**config.mk**
```make
export PLATFORM = sky130hd
export DESIGN_NAME = vend_seq_ctrl
export DESIGN_NICKNAME = d
export VERILOG_FILES = /design/src/rtl/vend_pkg.sv /design/src/rtl/vend_credit_acc.sv /design/src/rtl/vend_seq_ctrl.sv
export SDC_FILE = /design/constraint.sdc
export NUM_CORES = 1
export LEC_CHECK = 0
export ABC_AREA = 1
export CAP_MARGIN = 10
export CORE_MARGIN = 2
export CORE_UTILIZATION = 40
export DETAILED_ROUTE_END_ITERATION = 12
export PLACE_DENSITY = 0.73
export SYNTH_ARGS = -nofsm -noshare
export SYNTH_HDL_FRONTEND = slang
export SYNTH_SLANG_ARGS = --single-unit
```
**constraint.sdc**
```tcl
create_clock -name clk -period 2.09 [get_ports clk]
set_input_delay 0.627 -clock clk [delete_from_list [all_inputs] [get_ports clk]]
set_output_delay 0.627 -clock clk [all_outputs]
set_load 0.01 [all_outputs]
```
**src/rtl/vend_pkg.sv**
```systemverilog
// Shared encodings for the vending sequencer: FSM states, coin codes and coin values in 5c units.
package vend_pkg;

  typedef enum logic [1:0] {
    IDLE     = 2'd0,
    CREDIT   = 2'd1,
    DISPENSE = 2'd2,
    CHANGE   = 2'd3
  } state_e;

  localparam logic [1:0] COIN_NONE = 2'b00;
  localparam logic [1:0] COIN_5    = 2'b01;
  localparam logic [1:0] COIN_10   = 2'b10;
  localparam logic [1:0] COIN_BAD  = 2'b11;

  localparam int UNIT_5  = 1;
  localparam int UNIT_10 = 2;

  // Value of a coin code in credit units; none and bad codes are worth nothing.
  function automatic logic [1:0] coin_value(input logic [1:0] code);
    case (code)
      COIN_NONE: return 2'd0;
      COIN_5:    return 2'(UNIT_5);
      COIN_10:   return 2'(UNIT_10);
      COIN_BAD:  return 2'd0;
    endcase
  endfunction

endpackage

```
**src/rtl/vend_credit_acc.sv**
```systemverilog
// Credit register in 5c units with coin decode, MAX_CREDIT fit check, add/subtract/clear; 1-cycle update.
// No backpressure: the sequencer only asserts add_en for a coin that coin_fits has approved.
module vend_credit_acc
  import vend_pkg::*;
#(
  parameter int CREDIT_W   = 5,
  parameter int MAX_CREDIT = 20
) (
  input  logic                clk,
  input  logic                rst,
  input  logic [1:0]          coin,
  input  logic                add_en,
  input  logic                sub_en,
  input  logic [CREDIT_W-1:0] sub_amt,
  input  logic                clr,
  output logic                coin_fits,
  output logic [CREDIT_W-1:0] credit
);

  logic [CREDIT_W-1:0] credit_q, credit_d;
  logic [1:0]          coin_val;
  logic [CREDIT_W:0]   sum;

  // One extra sum bit so the MAX_CREDIT compare cannot be fooled by wrap-around.
  always_comb begin
    coin_val  = coin_value(coin);
    sum       = (CREDIT_W+1)'(credit_q) + (CREDIT_W+1)'(coin_val);
    coin_fits = (coin_val != 2'd0) && (sum <= (CREDIT_W+1)'(MAX_CREDIT));
    credit_d  = credit_q;
    if (clr) begin
      credit_d = '0;
    end else if (sub_en) begin
      credit_d = credit_q - sub_amt;
    end else if (add_en) begin
      credit_d = sum[CREDIT_W-1:0];
    end
  end

  always_ff @(posedge clk or negedge rst) begin
    if (!rst) begin
      credit_q <= '0;
    end else begin
      credit_q <= credit_d;
    end
  end

  assign credit = credit_q;

endmodule

```
**src/rtl/vend_seq_ctrl.sv**
```systemverilog
// Vending transaction sequencer: coin credit, price check, dispense and change req/ack handshakes.
// All outputs registered; sel_vld->disp_req and disp_ack->chg_req take 1 cycle, each req holds until its ack.
module vend_seq_ctrl
  import vend_pkg::*;
#(
  parameter int CREDIT_W   = 5,
  parameter int MAX_CREDIT = 20,
  parameter int PRICE0     = 3,
  parameter int PRICE1     = 4,
  parameter int PRICE2     = 5,
  parameter int PRICE3     = 7,
  parameter int TIMEOUT    = 1000
) (
  input  logic                clk,
  input  logic                rst,
  input  logic                coin_vld,
  input  logic [1:0]          coin,
  input  logic                sel_vld,
  input  logic [1:0]          sel,
  input  logic                cancel,
  output logic                disp_req,
  output logic [1:0]          disp_id,
  input  logic                disp_ack,
  output logic                chg_req,
  output logic [CREDIT_W-1:0] chg_amt,
  input  logic                chg_ack,
  output logic [CREDIT_W-1:0] credit,
  output logic                coin_rej,
  output logic                low_credit,
  output logic                vend_done,
  output logic                busy
);

  localparam int               CNT_W    = $clog2(TIMEOUT);
  localparam logic [CNT_W-1:0] CNT_LAST = CNT_W'(TIMEOUT - 1);

  state_e              state_q, state_d;
  logic [CNT_W-1:0]    cnt_q, cnt_d;
  logic                disp_req_q, disp_req_d;
  logic [1:0]          disp_id_q, disp_id_d;
  logic                chg_req_q, chg_req_d;
  logic [CREDIT_W-1:0] chg_amt_q, chg_amt_d;
  logic                coin_rej_q, coin_rej_d;
  logic                low_credit_q, low_credit_d;
  logic                vend_done_q, vend_done_d;
  logic                busy_q, busy_d;
  logic                acc_add, acc_sub, acc_clr, coin_fits;
  logic [CREDIT_W-1:0] credit_now, price;

  vend_credit_acc #(
    .CREDIT_W   (CREDIT_W),
    .MAX_CREDIT (MAX_CREDIT)
  ) u_acc (
    .clk       (clk),
    .rst       (rst),
    .coin      (coin),
    .add_en    (acc_add),
    .sub_en    (acc_sub),
    .sub_amt   (price),
    .clr       (acc_clr),
    .coin_fits (coin_fits),
    .credit    (credit_now)
  );

  always_comb begin
    case (sel)
      2'd0: price = CREDIT_W'(PRICE0);
      2'd1: price = CREDIT_W'(PRICE1);
      2'd2: price = CREDIT_W'(PRICE2);
      2'd3: price = CREDIT_W'(PRICE3);
    endcase
  end

  // Any coin not explicitly accepted below is rejected, including coins dropped by priority.
  always_comb begin
    state_d      = state_q;
    cnt_d        = '0;
    disp_req_d   = disp_req_q;
    disp_id_d    = disp_id_q;
    chg_req_d    = chg_req_q;
    chg_amt_d    = chg_amt_q;
    coin_rej_d   = coin_vld;
    low_credit_d = 1'b0;
    vend_done_d  = 1'b0;
    acc_add      = 1'b0;
    acc_sub      = 1'b0;
    acc_clr      = 1'b0;

    case (state_q)
      IDLE: begin
        low_credit_d = sel_vld;
        if (coin_vld && coin_fits) begin
          acc_add    = 1'b1;
          coin_rej_d = 1'b0;
          state_d    = CREDIT;
        end
      end
      CREDIT: begin
        cnt_d = cnt_q;
        if (cancel) begin
          state_d   = CHANGE;
          chg_req_d = 1'b1;
          chg_amt_d = credit_now;
        end else if (sel_vld) begin
          if (credit_now >= price) begin
            acc_sub    = 1'b1;
            disp_id_d  = sel;
            disp_req_d = 1'b1;
            state_d    = DISPENSE;
          end else begin
            low_credit_d = 1'b1;
          end
        end else if (coin_vld && coin_fits) begin
          acc_add    = 1'b1;
          coin_rej_d = 1'b0;
          cnt_d      = '0;
        end else if (cnt_q == CNT_LAST) begin
          state_d   = CHANGE;
          chg_req_d = 1'b1;
          chg_amt_d = credit_now;
          cnt_d     = '0;
        end else begin
          cnt_d = cnt_q + CNT_W'(1);
        end
      end
      DISPENSE: begin
        if (disp_ack) begin
          disp_req_d  = 1'b0;
          vend_done_d = 1'b1;
          if (credit_now != '0) begin
            state_d   = CHANGE;
            chg_req_d = 1'b1;
            chg_amt_d = credit_now;
          end else begin
            state_d = IDLE;
          end
        end
      end
      CHANGE: begin
        if (chg_ack) begin
          chg_req_d = 1'b0;
          chg_amt_d = '0;
          acc_clr   = 1'b1;
          state_d   = IDLE;
        end
      end
    endcase

    busy_d = (state_d == DISPENSE) || (state_d == CHANGE);
  end

  always_ff @(posedge clk or negedge rst) begin
    if (!rst) begin
      state_q      <= IDLE;
      cnt_q        <= '0;
      disp_req_q   <= 1'b0;
      disp_id_q    <= 2'd0;
      chg_req_q    <= 1'b0;
      chg_amt_q    <= '0;
      coin_rej_q   <= 1'b0;
      low_credit_q <= 1'b0;
      vend_done_q  <= 1'b0;
      busy_q       <= 1'b0;
    end else begin
      state_q      <= state_d;
      cnt_q        <= cnt_d;
      disp_req_q   <= disp_req_d;
      disp_id_q    <= disp_id_d;
      chg_req_q    <= chg_req_d;
      chg_amt_q    <= chg_amt_d;
      coin_rej_q   <= coin_rej_d;
      low_credit_q <= low_credit_d;
      vend_done_q  <= vend_done_d;
      busy_q       <= busy_d;
    end
  end

  assign disp_req   = disp_req_q;
  assign disp_id    = disp_id_q;
  assign chg_req    = chg_req_q;
  assign chg_amt    = chg_amt_q;
  assign credit     = credit_now;
  assign coin_rej   = coin_rej_q;
  assign low_credit = low_credit_q;
  assign vend_done  = vend_done_q;
  assign busy       = busy_q;

endmodule

```
==> results.sh <==
export IMPL_status="complete, but fails checks"
export IMPL_violations="setup timing"
export IMPL_final_common_cell="nand2_1"
export IMPL_final_max_slew_violation_count=0
export IMPL_fmax_ghz=0.449
export IMPL_ios=29
export IMPL_peakVddDrop_mv=0.532
export IMPL_gp_congestion=0.872
export IMPL_track_usage_pct=19.2
export IMPL_crit_top_cell="nand2_1"
export IMPL_met1_length_um=2260
export IMPL_hold_path_class="register to register"
export IMPL_cts_max_level=2
export IMPL_wirelength_um=4910
export IMPL_syn_area_um2=2060
export IMPL_tns_ns=-2.48
export IMPL_grt_pass1_wl_um=8460
export IMPL_hpwl_um=3720
export IMPL_place_inst=408
export IMPL_grt_max_degree=31
export IMPL_critPathCaptureType="register"
export IMPL_cts_tree="yes"
export IMPL_clock_latency_ns=0.29
export IMPL_drc=0
export IMPL_startpoint_type="input pin"
export IMPL_setup_viol=25
export IMPL_seq_area_frac_synth_pct=36.4
export IMPL_routed_wl_met2_um=2410
export IMPL_antennaDiodeCount=0
export IMPL_fillers=453
export IMPL_highest_layer="met4"
export IMPL_final_layout_size_suffix_gt1_share_pct=28.3
export IMPL_fin_crit_sh_pct=107
export IMPL_clock_skew_ns=0.00815
export IMPL_leakagePower_nw=1.45
export IMPL_min_period_ns=2.23
export IMPL_slew_headroom_pct=71.7
export IMPL_cts_root_buf="clkbuf_8"
export IMPL_antenna_found_initial=0
export IMPL_io_buffers=28
export IMPL_met3_length_um=182
export IMPL_path_clk_slew_ns=0.07
export IMPL_seq_area_um2=752
export IMPL_cts_buffer_depth=2
export IMPL_crit_slowest_cell="fa_2"
export IMPL_cts_num_sinks=30
export IMPL_crit_chain="buf_12 > inv_12 > ha_4 > ha_4 > inv_2 > fa_2 > nand2_1 > nand3_1 > nand3_2 > nand2_2 > nand3_4 > o21ai_4 > inv_2 > nand2_1 > nand2_1"
export IMPL_die_x_um=75.8
export IMPL_via_per_inst=4.80
export IMPL_vias=2016
export IMPL_max_cap_violations=0
export IMPL_final_cell_count_no_fill=420
export IMPL_p_per_area_nw_per_um2=1090
export IMPL_multiInputGateArea_um2=1280
export IMPL_core_um2=5040
export IMPL_start_util_pct=40.9
export IMPL_syn_nets=305
export IMPL_cp_num_buf_inv=4
export IMPL_area_delta_synth_final_pct=44.3
export IMPL_numCtsBuffers=5
export IMPL_critPathTopFamily="adder cells"
export IMPL_yosys_warnings=0
export IMPL_num_rows=26
export IMPL_num_nets_final=372
export IMPL_setup_ws_ns=-0.139
export IMPL_cp_max_fo=6
export IMPL_drt_pre_antenna_iters=4
export IMPL_grt_overflow=0
export IMPL_tightest_slew_ns=0.421
export IMPL_worstPathArrival_ns=2.41
export IMPL_grt_pass1_vias=1966
export IMPL_hold_viol=0
export IMPL_postSynthAreaPerCell_um2=7.31
export IMPL_synth_distinct_cells=30
export IMPL_layout_common_cells="nand2_1, inv_1, buf_4"
export IMPL_drtIter0Drc=174
export IMPL_path_class="input pin to register"
export IMPL_dieArea_um2=5740
export IMPL_rsz0062_at_grt="true"
export IMPL_synth_seq_cells=30
export IMPL_required_ns=2.27
export IMPL_synth_cells=282
export IMPL_cp_slowest_stage_delay_ns=0.52
export IMPL_die_h_um=75.8
export IMPL_post_drt_wl_per_cell_um=11.7
export IMPL_ant_nets=0
-- sequential cells by signal (all words and copies together) (netlist names) --
name / cells
chg_amt: 5
vend_done: 1
disp_id: 2
cnt_q: 10
disp_req: 1
u_acc.credit: 5
low_credit: 1
busy: 1
chg_req: 1
coin_rej: 1
state_q: 2
-- metal layers --
metal	vias to the layer above	GRT usage, %
met5	-	0
met4	0	5.26
met3	5	3.57
met2	46	32.8
met1	932	25.0
li1	1033	-
-- metrics by stage --
stage          power, mW  hold slack [ns]  util [%]  setup WS (ns)  instance area [um2]
3_3_place_gp        2.48            0.455      53.3         -0.938                 2690
6_report            3.23            0.466      59.0         -0.139                 2970
2_1_floorplan       1.82            0.331         -         -0.244                 2110
5_1_grt             3.49            0.498      59.0         -0.247                 2970
3_5_place_dp        2.52            0.458      53.3         -0.965                 2690
4_1_cts             3.16            0.473      58.1        -0.0984                 2930
-- kinds of logic (layout without fill, tap and decap cells) --
group | count (synthesis) | count (layout) | share of synthesized area, %
adder cells (fa/ha/maj) | 12 | 12 | 8.01
AND/OR/NAND/NOR | 148 | 148 | 33.8
flip-flops | 30 | 30 | 36.4
XOR/XNOR | 5 | 5 | 2.12
buffers and inverters | 53 | 121 | 10.4
AO/OA/AOI/OAI | 34 | 34 | 9.23
-- repair_timing --
| action | 4_1_cts | 5_1_grt |
|---|---|---|
| hold endpoints to repair | 0 | 0 |
| gates cloned | 0 | 0 |
| gates resized for setup | 50 | 14 |
| hold buffers | 0 | 0 |
| endpoints found under the setup margin | 30 | 29 |
| buffers inserted | 3 | 1 |
| pin swaps | 21 | 9 |
-- cell type report --
cell class	count	share of cell area, %
Tap cell	70	2.94
Sequential cell	30	25.3
Inverter	50	6.73
Multi-Input combinational cell	199	43.0
Timing Repair Buffer	63	18.8
Clock buffer	6	2.78
Clock inverter	2	0.421
-- report_power, final --
group,switching [mW],internal [mW]
logic,1.01,0.864
clock network,0.225,0.264
registers,0.136,0.736
total,1.37,1.86
-- worst reg2reg max path: cells and delay by family, from the launching register on --
| kind | cells | cell delay, ns |
|---|---|---|
| buffers and inverters | 2 | 0.09 |
| AO/OA/AOI/OAI | 1 | 0.23 |
| adder cells (fa/ha/maj) | 2 | 0.68 |
| flip-flops | 1 | 0.40 |
| AND/OR/NAND/NOR | 7 | 0.56 |
-- Yosys cell counts, drive strengths merged --
cell type  number  share of area [%]
nand2          82                 16
inv            50                9.1
dfrtp          30                 36
nand3          27                7.7
o21ai          25                6.6
nor2           24                5.0
ha             10                6.1
nand4           9                2.7
a21oi           5                1.2
xor2            5                2.1
buf             3                1.3
nor3            3               0.73
fa              2                1.9
a211oi          1               0.36
a21boi          1               0.36
a31oi           1               0.30
and3            1               0.30
nor4            1                1.0
o211ai          1               0.36
or2             1               0.30
-- worst paths after layout --
path	start	end	slack, ns	cells past startpoint
worst min-delay path	chg_amt[1]	chg_amt[1]	0.47	2
max in group asynchronous	rst	u_acc.credit[3]	1.07	2
worst max-delay path	coin[1]	u_acc.credit[3]	-0.14	15
worst min register to register	chg_amt[1]	chg_amt[1]	0.47	2
worst max register to register	u_acc.credit[0]	u_acc.credit[3]	0.04	12
min in group asynchronous	rst	cnt_q[5]	0.73	2
Note: power is estimated with default switching activity, not from simulation.
